File: config.mk
export PLATFORM = sky130hd
export DESIGN_NAME = spi_master_arbiter
export DESIGN_NICKNAME = d
export VERILOG_FILES = /design/src/rtl/spi_ctrl_pkg.sv /design/src/rtl/spi_rr_arb2.sv /design/src/rtl/spi_master_arbiter.sv
export SDC_FILE = /design/constraint.sdc
export NUM_CORES = 1
export LEC_CHECK = 0
export ABC_AREA = 1
export ABC_CLOCK_PERIOD_IN_PS = 1950
export CORE_MARGIN = 1
export CORE_UTILIZATION = 49
export DETAILED_ROUTE_END_ITERATION = 10
export HOLD_SLACK_MARGIN = 0.03
export PLACE_DENSITY = 0.86
export SLEW_MARGIN = 20
export SYNTH_ARGS = -nofsm -noshare
export SYNTH_HDL_FRONTEND = slang
export SYNTH_HIERARCHICAL = 1
export SYNTH_SLANG_ARGS = --single-unit
File: constraint.sdc
create_clock -name clk -period 1.95 [get_ports clk]
set_input_delay 0.39 -clock clk [delete_from_list [all_inputs] [get_ports clk]]
set_output_delay 0.39 -clock clk [all_outputs]
set_load 0.1 [all_outputs]
File: src/rtl/spi_ctrl_pkg.sv
// Shared definitions for the SPI byte-engine controller.
//   state_e  : controller FSM states
//   BYTE_CYC : engine clock cycles per byte
//   PHASE_W  : width of the per-byte phase counter
package spi_ctrl_pkg;

  localparam int BYTE_CYC = 16;
  localparam int PHASE_W  = 4;

  typedef enum logic [2:0] {
    ST_IDLE,
    ST_WRITE,
    ST_READ,
    ST_CAPTURE,
    ST_FIN,
    ST_GAP
  } state_e;

endpackage

File: src/rtl/spi_rr_arb2.sv
// Two-way round-robin picker (purely combinational).
//   req    : request level per requester
//   rr_ptr : requester that wins when both request
//   sel    : one-hot winner, zero when nobody requests
module spi_rr_arb2 (
  input  logic [1:0] req,
  input  logic       rr_ptr,
  output logic [1:0] sel
);

  always_comb begin
    sel = req;
    if (req == 2'b11) begin
      sel = rr_ptr ? 2'b10 : 2'b01;
    end
  end

endmodule

File: src/rtl/spi_master_arbiter.sv
// Two-requester round-robin controller for the SPI byte engine.
// Grants one requester at a time, runs its write bytes then its read bytes
// through the engine with 16-cycle byte framing, and returns read data.
//   clk, rst       : clock, synchronous active-high reset
//   req            : per-requester request level, held until done
//   wr_len, rd_len : per-requester byte counts (requester 0 in low field)
//   wr_data        : per-requester next write byte (requester 0 in [7:0])
//   gnt            : one-hot grant for the whole transaction
//   wr_pop         : pulse, current wr_data byte consumed
//   rd_data        : shared read byte, qualified by rd_valid
//   rd_valid       : pulse per read byte for the granted requester
//   done           : pulse at transaction end
//   eng_tx_en/rx_en: engine enables (never high together)
//   eng_data_in    : byte driven to the engine
//   eng_data_out   : byte received by the engine
//   eng_rx_done    : engine receive-byte-complete flag
import spi_ctrl_pkg::*;

module spi_master_arbiter #(
  parameter int LEN_W = 4,
  parameter int GAP   = 2
) (
  input  logic               clk,
  input  logic               rst,
  input  logic [1:0]         req,
  input  logic [2*LEN_W-1:0] wr_len,
  input  logic [2*LEN_W-1:0] rd_len,
  input  logic [15:0]        wr_data,
  output logic [1:0]         gnt,
  output logic [1:0]         wr_pop,
  output logic [7:0]         rd_data,
  output logic [1:0]         rd_valid,
  output logic [1:0]         done,
  output logic               eng_tx_en,
  output logic               eng_rx_en,
  output logic [7:0]         eng_data_in,
  input  logic [7:0]         eng_data_out,
  input  logic               eng_rx_done
);

  localparam int GAP_CW = (GAP > 1) ? $clog2(GAP) : 1;

  state_e             state_q, state_d;
  logic [1:0]         gnt_q, gnt_d;
  logic [1:0]         wr_pop_q, wr_pop_d;
  logic [7:0]         rd_data_q, rd_data_d;
  logic [1:0]         rd_valid_q, rd_valid_d;
  logic [1:0]         done_q, done_d;
  logic               tx_en_q, tx_en_d;
  logic               rx_en_q, rx_en_d;
  logic [7:0]         data_in_q, data_in_d;
  logic [LEN_W-1:0]   wr_len_q, wr_len_d;
  logic [LEN_W-1:0]   rd_len_q, rd_len_d;
  logic [PHASE_W-1:0] phase_q, phase_d;
  logic [LEN_W-1:0]   byte_q, byte_d;
  logic [GAP_CW-1:0]  gap_q, gap_d;
  logic               rr_ptr_q, rr_ptr_d;

  logic [1:0]       arb_sel;
  logic [LEN_W-1:0] sel_wr_len, sel_rd_len;
  logic [7:0]       sel_wr_data, gnt_wr_data;
  logic             phase_last;

  spi_rr_arb2 u_arb (
    .req    (req),
    .rr_ptr (rr_ptr_q),
    .sel    (arb_sel)
  );

  assign sel_wr_len  = arb_sel[1] ? wr_len[2*LEN_W-1:LEN_W] : wr_len[LEN_W-1:0];
  assign sel_rd_len  = arb_sel[1] ? rd_len[2*LEN_W-1:LEN_W] : rd_len[LEN_W-1:0];
  assign sel_wr_data = arb_sel[1] ? wr_data[15:8] : wr_data[7:0];
  assign gnt_wr_data = gnt_q[1]   ? wr_data[15:8] : wr_data[7:0];
  assign phase_last  = (phase_q == PHASE_W'(BYTE_CYC - 1));

  always_comb begin
    state_d    = state_q;
    gnt_d      = gnt_q;
    wr_pop_d   = '0;
    rd_data_d  = rd_data_q;
    rd_valid_d = '0;
    done_d     = '0;
    tx_en_d    = tx_en_q;
    rx_en_d    = rx_en_q;
    data_in_d  = data_in_q;
    wr_len_d   = wr_len_q;
    rd_len_d   = rd_len_q;
    phase_d    = phase_q;
    byte_d     = byte_q;
    gap_d      = gap_q;
    rr_ptr_d   = rr_ptr_q;

    // The last receive flag lands one cycle after the read window closes,
    // which is why CAPTURE still accepts it.
    if ((state_q == ST_READ || state_q == ST_CAPTURE) && eng_rx_done) begin
      rd_data_d  = eng_data_out;
      rd_valid_d = gnt_q;
    end

    unique case (state_q)
      ST_IDLE: begin
        if (|req) begin
          gnt_d    = arb_sel;
          wr_len_d = sel_wr_len;
          rd_len_d = sel_rd_len;
          phase_d  = '0;
          byte_d   = '0;
          if (sel_wr_len != '0) begin
            tx_en_d   = 1'b1;
            data_in_d = sel_wr_data;
            wr_pop_d  = arb_sel;
            state_d   = ST_WRITE;
          end else if (sel_rd_len != '0) begin
            rx_en_d = 1'b1;
            state_d = ST_READ;
          end else begin
            done_d  = arb_sel;
            state_d = ST_FIN;
          end
        end
      end

      ST_WRITE: begin
        phase_d = phase_q + PHASE_W'(1);
        if (phase_last) begin
          if (byte_q == wr_len_q - LEN_W'(1)) begin
            tx_en_d = 1'b0;
            byte_d  = '0;
            if (rd_len_q != '0) begin
              rx_en_d = 1'b1;
              state_d = ST_READ;
            end else begin
              done_d  = gnt_q;
              state_d = ST_FIN;
            end
          end else begin
            // Next byte is loaded so it is stable from its phase 0.
            byte_d    = byte_q + LEN_W'(1);
            data_in_d = gnt_wr_data;
            wr_pop_d  = gnt_q;
          end
        end
      end

      ST_READ: begin
        phase_d = phase_q + PHASE_W'(1);
        if (phase_last) begin
          if (byte_q == rd_len_q - LEN_W'(1)) begin
            rx_en_d = 1'b0;
            state_d = ST_CAPTURE;
          end else begin
            byte_d = byte_q + LEN_W'(1);
          end
        end
      end

      ST_CAPTURE: begin
        done_d  = gnt_q;
        state_d = ST_FIN;
      end

      ST_FIN: begin
        gnt_d    = '0;
        rr_ptr_d = gnt_q[0];
        gap_d    = '0;
        state_d  = (GAP == 0) ? ST_IDLE : ST_GAP;
      end

      ST_GAP: begin
        gap_d = gap_q + GAP_CW'(1);
        if (gap_q == GAP_CW'(GAP - 1)) begin
          state_d = ST_IDLE;
        end
      end

      default: state_d = ST_IDLE;
    endcase
  end

  always_ff @(posedge clk) begin
    if (rst) begin
      state_q    <= ST_IDLE;
      gnt_q      <= '0;
      wr_pop_q   <= '0;
      rd_data_q  <= '0;
      rd_valid_q <= '0;
      done_q     <= '0;
      tx_en_q    <= 1'b0;
      rx_en_q    <= 1'b0;
      data_in_q  <= '0;
      wr_len_q   <= '0;
      rd_len_q   <= '0;
      phase_q    <= '0;
      byte_q     <= '0;
      gap_q      <= '0;
      rr_ptr_q   <= 1'b0;
    end else begin
      state_q    <= state_d;
      gnt_q      <= gnt_d;
      wr_pop_q   <= wr_pop_d;
      rd_data_q  <= rd_data_d;
      rd_valid_q <= rd_valid_d;
      done_q     <= done_d;
      tx_en_q    <= tx_en_d;
      rx_en_q    <= rx_en_d;
      data_in_q  <= data_in_d;
      wr_len_q   <= wr_len_d;
      rd_len_q   <= rd_len_d;
      phase_q    <= phase_d;
      byte_q     <= byte_d;
      gap_q      <= gap_d;
      rr_ptr_q   <= rr_ptr_d;
    end
  end

  assign gnt         = gnt_q;
  assign wr_pop      = wr_pop_q;
  assign rd_data     = rd_data_q;
  assign rd_valid    = rd_valid_q;
  assign done        = done_q;
  assign eng_tx_en   = tx_en_q;
  assign eng_rx_en   = rx_en_q;
  assign eng_data_in = data_in_q;

endmodule
# --- Word level (Yosys, flattened, before mapping) ---
# Index checks and enable logic that the tools add are counted.
op_classes:
  bitwise: 1
  reduce_logical: 22
  n_addsub: 5
  mux: 57
  eq_ne: 21
ops:
  columns: ["operator", "n"]
  rows:
  - ["two-way mux 8 bit", 6]
  - ["two-way mux 4 bit", 7]
  - ["two-way mux 3 bit", 9]
  - ["two-way mux 2 bit", 13]
  - ["!= test 2 bit (second input constant)", 11]
  - ["case mux 3 bit (6 select lines)", 1]
  - ["case mux 8 bit (2 select lines)", 1]
  - ["AND reduction 5 bit", 3]
  - ["two-way mux 1 bit", 12]
  - ["case mux 4 bit (3 select lines)", 1]
  - ["nonzero test 4 bit", 3]
  - ["AND reduction 9 bit", 1]
  - ["adder 4 x 1 -> 4 bit (second input constant)", 2]
  - ["equality test 4 bit", 2]
  - ["case mux 2 bit (2 select lines)", 2]
  - ["case mux 4 bit (2 select lines)", 1]
  - ["nonzero test 2 bit", 4]
  - ["subtractor 4 x 1 -> 4 bit (second input constant)", 2]
  - ["equality test 3 x 2 -> 1 bit (second input constant)", 2]
  - ["equality test 3 bit (second input constant)", 2]
  - ["case mux 2 bit (3 select lines)", 1]
  - ["AND reduction 2 bit", 3]
  - ["AND reduction 6 bit", 1]
  - ["OR reduction 2 bit", 3]
  - ["12 further kinds", 13]
totals:
  inputBits: 45
  word_cells: 121
  register_bits: 47

# --- Logic depth before layout (Yosys ltp) ---
depth:
  depth_word: 8
  depth_mapped: 16
  depth_no_buf: 15

# --- By module ---
# Netlist, hierarchy kept.
modules_own_cells:
  columns: ["mod", "n_inst", "seq_area_each_um2", "cells_each", "area_each_um2"]
  rows:
  - ["spi_master_arbiter", 1, 940.9, 415, 2681.3]
  - ["spi_rr_arb2", 1, 0.0, 5, 21.3]

# --- Worst setup path before layout ---
# Ideal clock, no wire load.
synth_path:
  path_kind: "reg2reg"
  start: "register gnt_q[1] (netlist: gnt[1])"
  end: "register data_in_q[1] (netlist: eng_data_in[1])"
  setup_slack_ns: -0.072
  stages_incl_launch_ff: 7
  t_required_ns: 1.880
  t_arrival_ns: 1.951
  path_cell_list: "dfxtp_1 -> inv_1 -> clkbuf_1 -> o21ai_0 -> o21a_1 -> nand3_1 -> a21oi_1"
synth_between:
  elab_chain_len: 4
synth_rtl:
  columns: ["element", "line", "source"]
  rows:
  - ["start: declaration", "spi_master_arbiter.sv:44", "logic [1:0] gnt_q, gnt_d;"]
  - ["start signal: assignment", "spi_master_arbiter.sv:199", "gnt_q <= gnt_d;"]
  - ["two-way mux 8 bit", "spi_master_arbiter.sv:73", "assign gnt_wr_data = gnt_q[1] ? wr_data[15:8] : wr_data[7:0];"]
  - ["two-way mux 8 bit", "spi_master_arbiter.sv:126", "if (byte_q == wr_len_q - LEN_W'(1)) begin"]
  - ["two-way mux 8 bit", "spi_master_arbiter.sv:125", "if (phase_last) begin"]
  - ["case mux 8 bit (2 select lines)", "spi_master_arbiter.sv:100", "unique case (state_q)"]
  - ["end signal: assignment", "spi_master_arbiter.sv:206", "data_in_q <= data_in_d;"]
  - ["end: declaration", "spi_master_arbiter.sv:51", "logic [7:0] data_in_q, data_in_d;"]
# Every way passes these cells. The select of a mux whose other input is x is not followed.
# A chain may end at the register's enable or synchronous reset.

# --- Worst setup path after layout ---
layout_path:
  start: "input req[0]"
  end: "register data_in_q[6] (netlist: eng_data_in[6])"
layout_between:
  elab_chain_len: 6
  elab_cells_between_ends: 12
  classes_between: "eq/ne (3); mux (6); reduce/logical (3)"
layout_rtl:
  columns: ["element", "line", "source"]
  rows:
  - ["start: declaration", "spi_master_arbiter.sv:25", "input logic [1:0] req,"]
  - ["equality test 2 bit *", "spi_rr_arb2.sv:13", "if (req == 2'b11) begin"]
  - ["two-way mux 2 bit *", "spi_rr_arb2.sv:13", null]
  - ["via arb_sel[1]", "spi_master_arbiter.sv:59", "logic [1:0] arb_sel;"]
  - ["two-way mux 4 bit / two-way mux 8 bit (equally long branches)", "spi_master_arbiter.sv:70, spi_master_arbiter.sv:72", null]
  - ["nonzero test 4 bit / two-way mux 8 bit (equally long branches)", "spi_master_arbiter.sv:108", "if (sel_wr_len != '0) begin"]
  - ["!= test 2 bit (no source line) / two-way mux 8 bit (equally long branches)", null, null]
  - ["AND reduction 5 bit (no source line) / case mux 8 bit (2 select lines) (equally long branches)", null, null]
# Mark *: on every way through the listed nets, which the timed path passes. The rest lies on a longest branch. The select of a mux whose other input is x is not followed.

==> reports/qor.csv <==
stage,metric,value,unit
outcome,status,completed,
routing,routed via count,2975,
synthesis,Synth Area in Compound Gates,18.0,%
place,PortBufs,70,
synthesis,register area share after synthesis,34.8,%
setup_path,Critical Path Max Stage Delay,0.24,ns
cts,Clock Tree Buf Depth,2,
job,max-cap violations,0,
sta,Final min period,1.82,ns
synthesis,simple-gate portion of the synthesized area,34.5,%
cts,Root Driver,clkbuf_8,
setup_path,Worst Setup End Kind,flop,
synthesis,xor and xnor area share after synthesis,0.324,%
cts,later-pin clock latency in the skew report,0.31,ns
die,die span in y,76.3,microns
sta,Hold Worst Slack,0.447,ns
synthesis,"flops & latches, synth",47,
cells_and_area,number of nets in the layout,555,
synthesis,"Distinct cells, synth",26,
global_routing,GR Overflow Total,0,
routing,first-pass detailed-route iteration total,4,
setup_path,WP depth,14,
sta,post-route setup slack,0.126,ns
place,pre-CTS setup slack,-0.477,ns
die,I/O Pins,71,
cts,TritonCTS clock tree,done,
sta,Slew @ Worst Pin,0.419,ns
routing,vias per cell,5.16,
synthesis,Syn Inst Count,420,
power_and_ir_drop,Pwr Density,1480,mW/mm^2
sta,f_max,548,MHz
synthesis,Mean Syn Cell Area,6.43,sq um
synthesis,Synth Net Count,469,
routing,final WL,6970,microns
setup_path,flop-to-flop setup slack,0.17,ns
sta,slew margin rel.,72.0,%
global_routing,largest net degree at the start of global routing,22,
cts,CTS sink count,47,
global_routing,initial antenna violation count,0,
die,num rows,26,
global_routing,first-pass GRT wire length,11700,microns
global_routing,GRT Overall Usage,24.6,%
sta,Slew Limit Fails,0,
routing,DR iter-0 viols,143,
power_and_ir_drop,peak supply drop,1480,uV
sta,clk_skew,0.00568,ns
setup_path,"Max FO, Critical Path",8,
cells_and_area,Final Util,71.2,%
cells_and_area,n_diodes,0,
die,Die ar.,0.00582,sq mm
die,Starting Density,51.9,%
setup_path,CP cell instances,"clkdlybuf4s15_1, inv_1, nand2_1, nand2_2, buf_6, nand2_1, nand2_2, nor2_4, nand3_2, nand4_1, inv_2, nand2_4, nand2_1, a21oi_1",
cells_and_area,area of the multi-input gates,0.00152,sq mm
setup_path,R2R cell count,10,
cts,Num CTS Buffers,5,
place,DP HPWL,5360,microns
setup_path,CP Data Required Time,2.19,ns
cells_and_area,Reg area,945,sq um
synthesis,Post-Synth Adder-Cell Area,1.85,%
setup_path,cell mode on critical path,nand2_1,
power_and_ir_drop,Lkg Pwr,1.71,nW
sta,Tcrit/Tclk final,93.5,%
synthesis,largest family of logic cells by synthesized area,simple AND/OR/NAND/NOR gates,
synthesis,mux cell area share after synthesis,0,%
routing,final antenna-violating net count,0,
cts,H-tree Lvls,2,
setup_path,CP Launch Type,input port,
die,Die Wd,76.3,microns
setup_path,"Largest delay share family, worst path",simple AND/OR/NAND/NOR gates,
worst_hold_path,hold crit path type,reg2reg,
setup_path,CP max-delay cell,clkdlybuf4s15_1,
cells_and_area,synth-to-layout area growth,37.1,%
routing,drt wl/cell,12.1,microns
sta,Fin. Hold Viols,0,
setup_path,CP Buf/Inv Count,4,
global_routing,vias in the first global route,2779,
sta,Setup Viol. Count Final,0,
die,area of the core,0.00520,sq mm
synthesis,Synth Warn #,6,
cells_and_area,# fillers,437,
setup_path,Worst Setup Path Type,in2reg,
routing,DRC viols,0,
cells_and_area,layout cells sized above 1,18.9,%
worst_hold_path,hold depth,2,
cts,Clock transition at path regs,0.09,ns
setup_path,CP Data Arrival Time,2.06,ns
synthesis,synthesized area,0.00270,sq mm
place,Placer Congestion,0.916,
-- power breakdown --
part / internal [W] / switching (W) / total, W
clock network: 0.000323 / 0.000342 / 0.000665
registers: 0.00121 / 0.000198 / 0.00141
logic: 0.00105 / 0.00235 / 0.00339
total: 0.00258 / 0.00289 / 0.00547
-- cell usage after synthesis (all sizes together) --
master,number,area share [%]
nand2,124,18
nand3,32,6.3
dfxtp,47,35
nor3b,1,0.28
inv,57,8.0
nor3,3,0.56
ha,4,1.9
nor2,42,7.4
o21ai,36,6.8
o21a,5,1.4
clkbuf,6,0.83
xnor2,1,0.32
buf,6,1.7
o211ai,8,2.2
a21oi,41,7.6
nand4,7,1.6
-- layout make-up --
class | count | share of cell area (%)
inverters | 57 | 5.84
clock buffers | 7 | 2.60
clock inverters | 1 | 0.203
multi-input cells | 304 | 41.0
repair buffers | 90 | 22.3
flip-flops and latches | 47 | 25.5
well taps | 70 | 2.36
repair inverters | 1 | 0.203
-- logic make-up after synthesis --
| logic type | Yosys count |
|---|---|
| and+or+nand+nor | 209 |
| buffers and inverters | 69 |
| AOI/OAI and AO/OA | 90 |
| DFF | 47 |
| xor gates and xnor gates | 1 |
| adders and majority gates | 4 |
-- metrics by stage --
| step | std cells | setup TNS (ns) | power, W | area [sq um] |
|---|---|---|---|---|
| floorplan | 420 | 0 | 0.00389 | 2700 |
| global placement | 567 | -5.31 | 0.00460 | 3540 |
| detailed placement | 567 | -6.66 | 0.00469 | 3540 |
| CTS | 576 | 0 | 0.00537 | 3650 |
| global route | 577 | -0.00873 | 0.00586 | 3710 |
| finish | 577 | 0 | 0.00547 | 3710 |
-- worst reg2reg max path: cells and delay by family (launching register included) --
family,cells,cell delay [ns]
AOI/OAI and AO/OA,1,0.20
adders and majority gates,1,0.32
buffers and inverters,1,0.08
DFF,1,0.34
and+or+nand+nor,7,0.73
-- routing by layer --
metal / wire length, microns / GRT usage [%]
met1: 2940 / 28.0
met2: 3480 / 45.0
met3: 446 / 5.27
met4: 97 / 8.46
met5: 0 / 0
-- flip-flops by register name, indices dropped and copies added, names as in the netlist, 2 cells and up --
register     count
gnt              2
done             2
byte_q           4
rd_valid         2
wr_len_q         4
rd_len_q         4
eng_data_in      8
state_q          3
phase_q          4
rd_data          8
wr_pop           2
-- path summary, 6_finish.rpt --
| kind | from | end |
|---|---|---|
| max | req[0] | eng_data_in[6]$_SDFFE_PP0P_ |
| min reg2reg | rd_data[7]$_SDFFE_PP0P_ | rd_data[7]$_SDFFE_PP0P_ |
| min | rd_data[7]$_SDFFE_PP0P_ | rd_data[7]$_SDFFE_PP0P_ |
| max reg2reg | wr_len_q[0]$_SDFFE_PP0P_ | byte_q[2]$_SDFFE_PP0P_ |
-- timing repair --
action,in CTS,in global routing
pin swaps,1,5
setup endpoints to repair,12,18
buffers inserted,0,1
gates resized for setup,4,16
hold buffers,0,0
cloned,1,0
-- cells in the final DEF (no fill, tap or decap) --
cell type and n:
o211ai_1 8, nand2_1 114, o21ai_0 34, nor2_4 5, buf_6 1, dfxtp_2 3, nor2_1 33, xnor2_1 1
clkbuf_8 7, ha_1 4, nor3_1 3, dlygate4sd2_1 1, buf_12 3, o21ai_1 1, clkdlybuf4s50_1 42, nor3b_1 1
nor2_2 4, inv_1 45, dfxtp_1 44, nand2_2 5, a21oi_2 2, o21ai_2 1, nand3_1 28, inv_2 11
nand2_4 5, buf_4 42, nand3_2 4, inv_4 1, clkdlybuf4s15_1 1, a21oi_1 39, clkinvlp_4 2, nand4_1 7
o21a_1 5
Note: power is estimated with default switching activity, not from simulation.
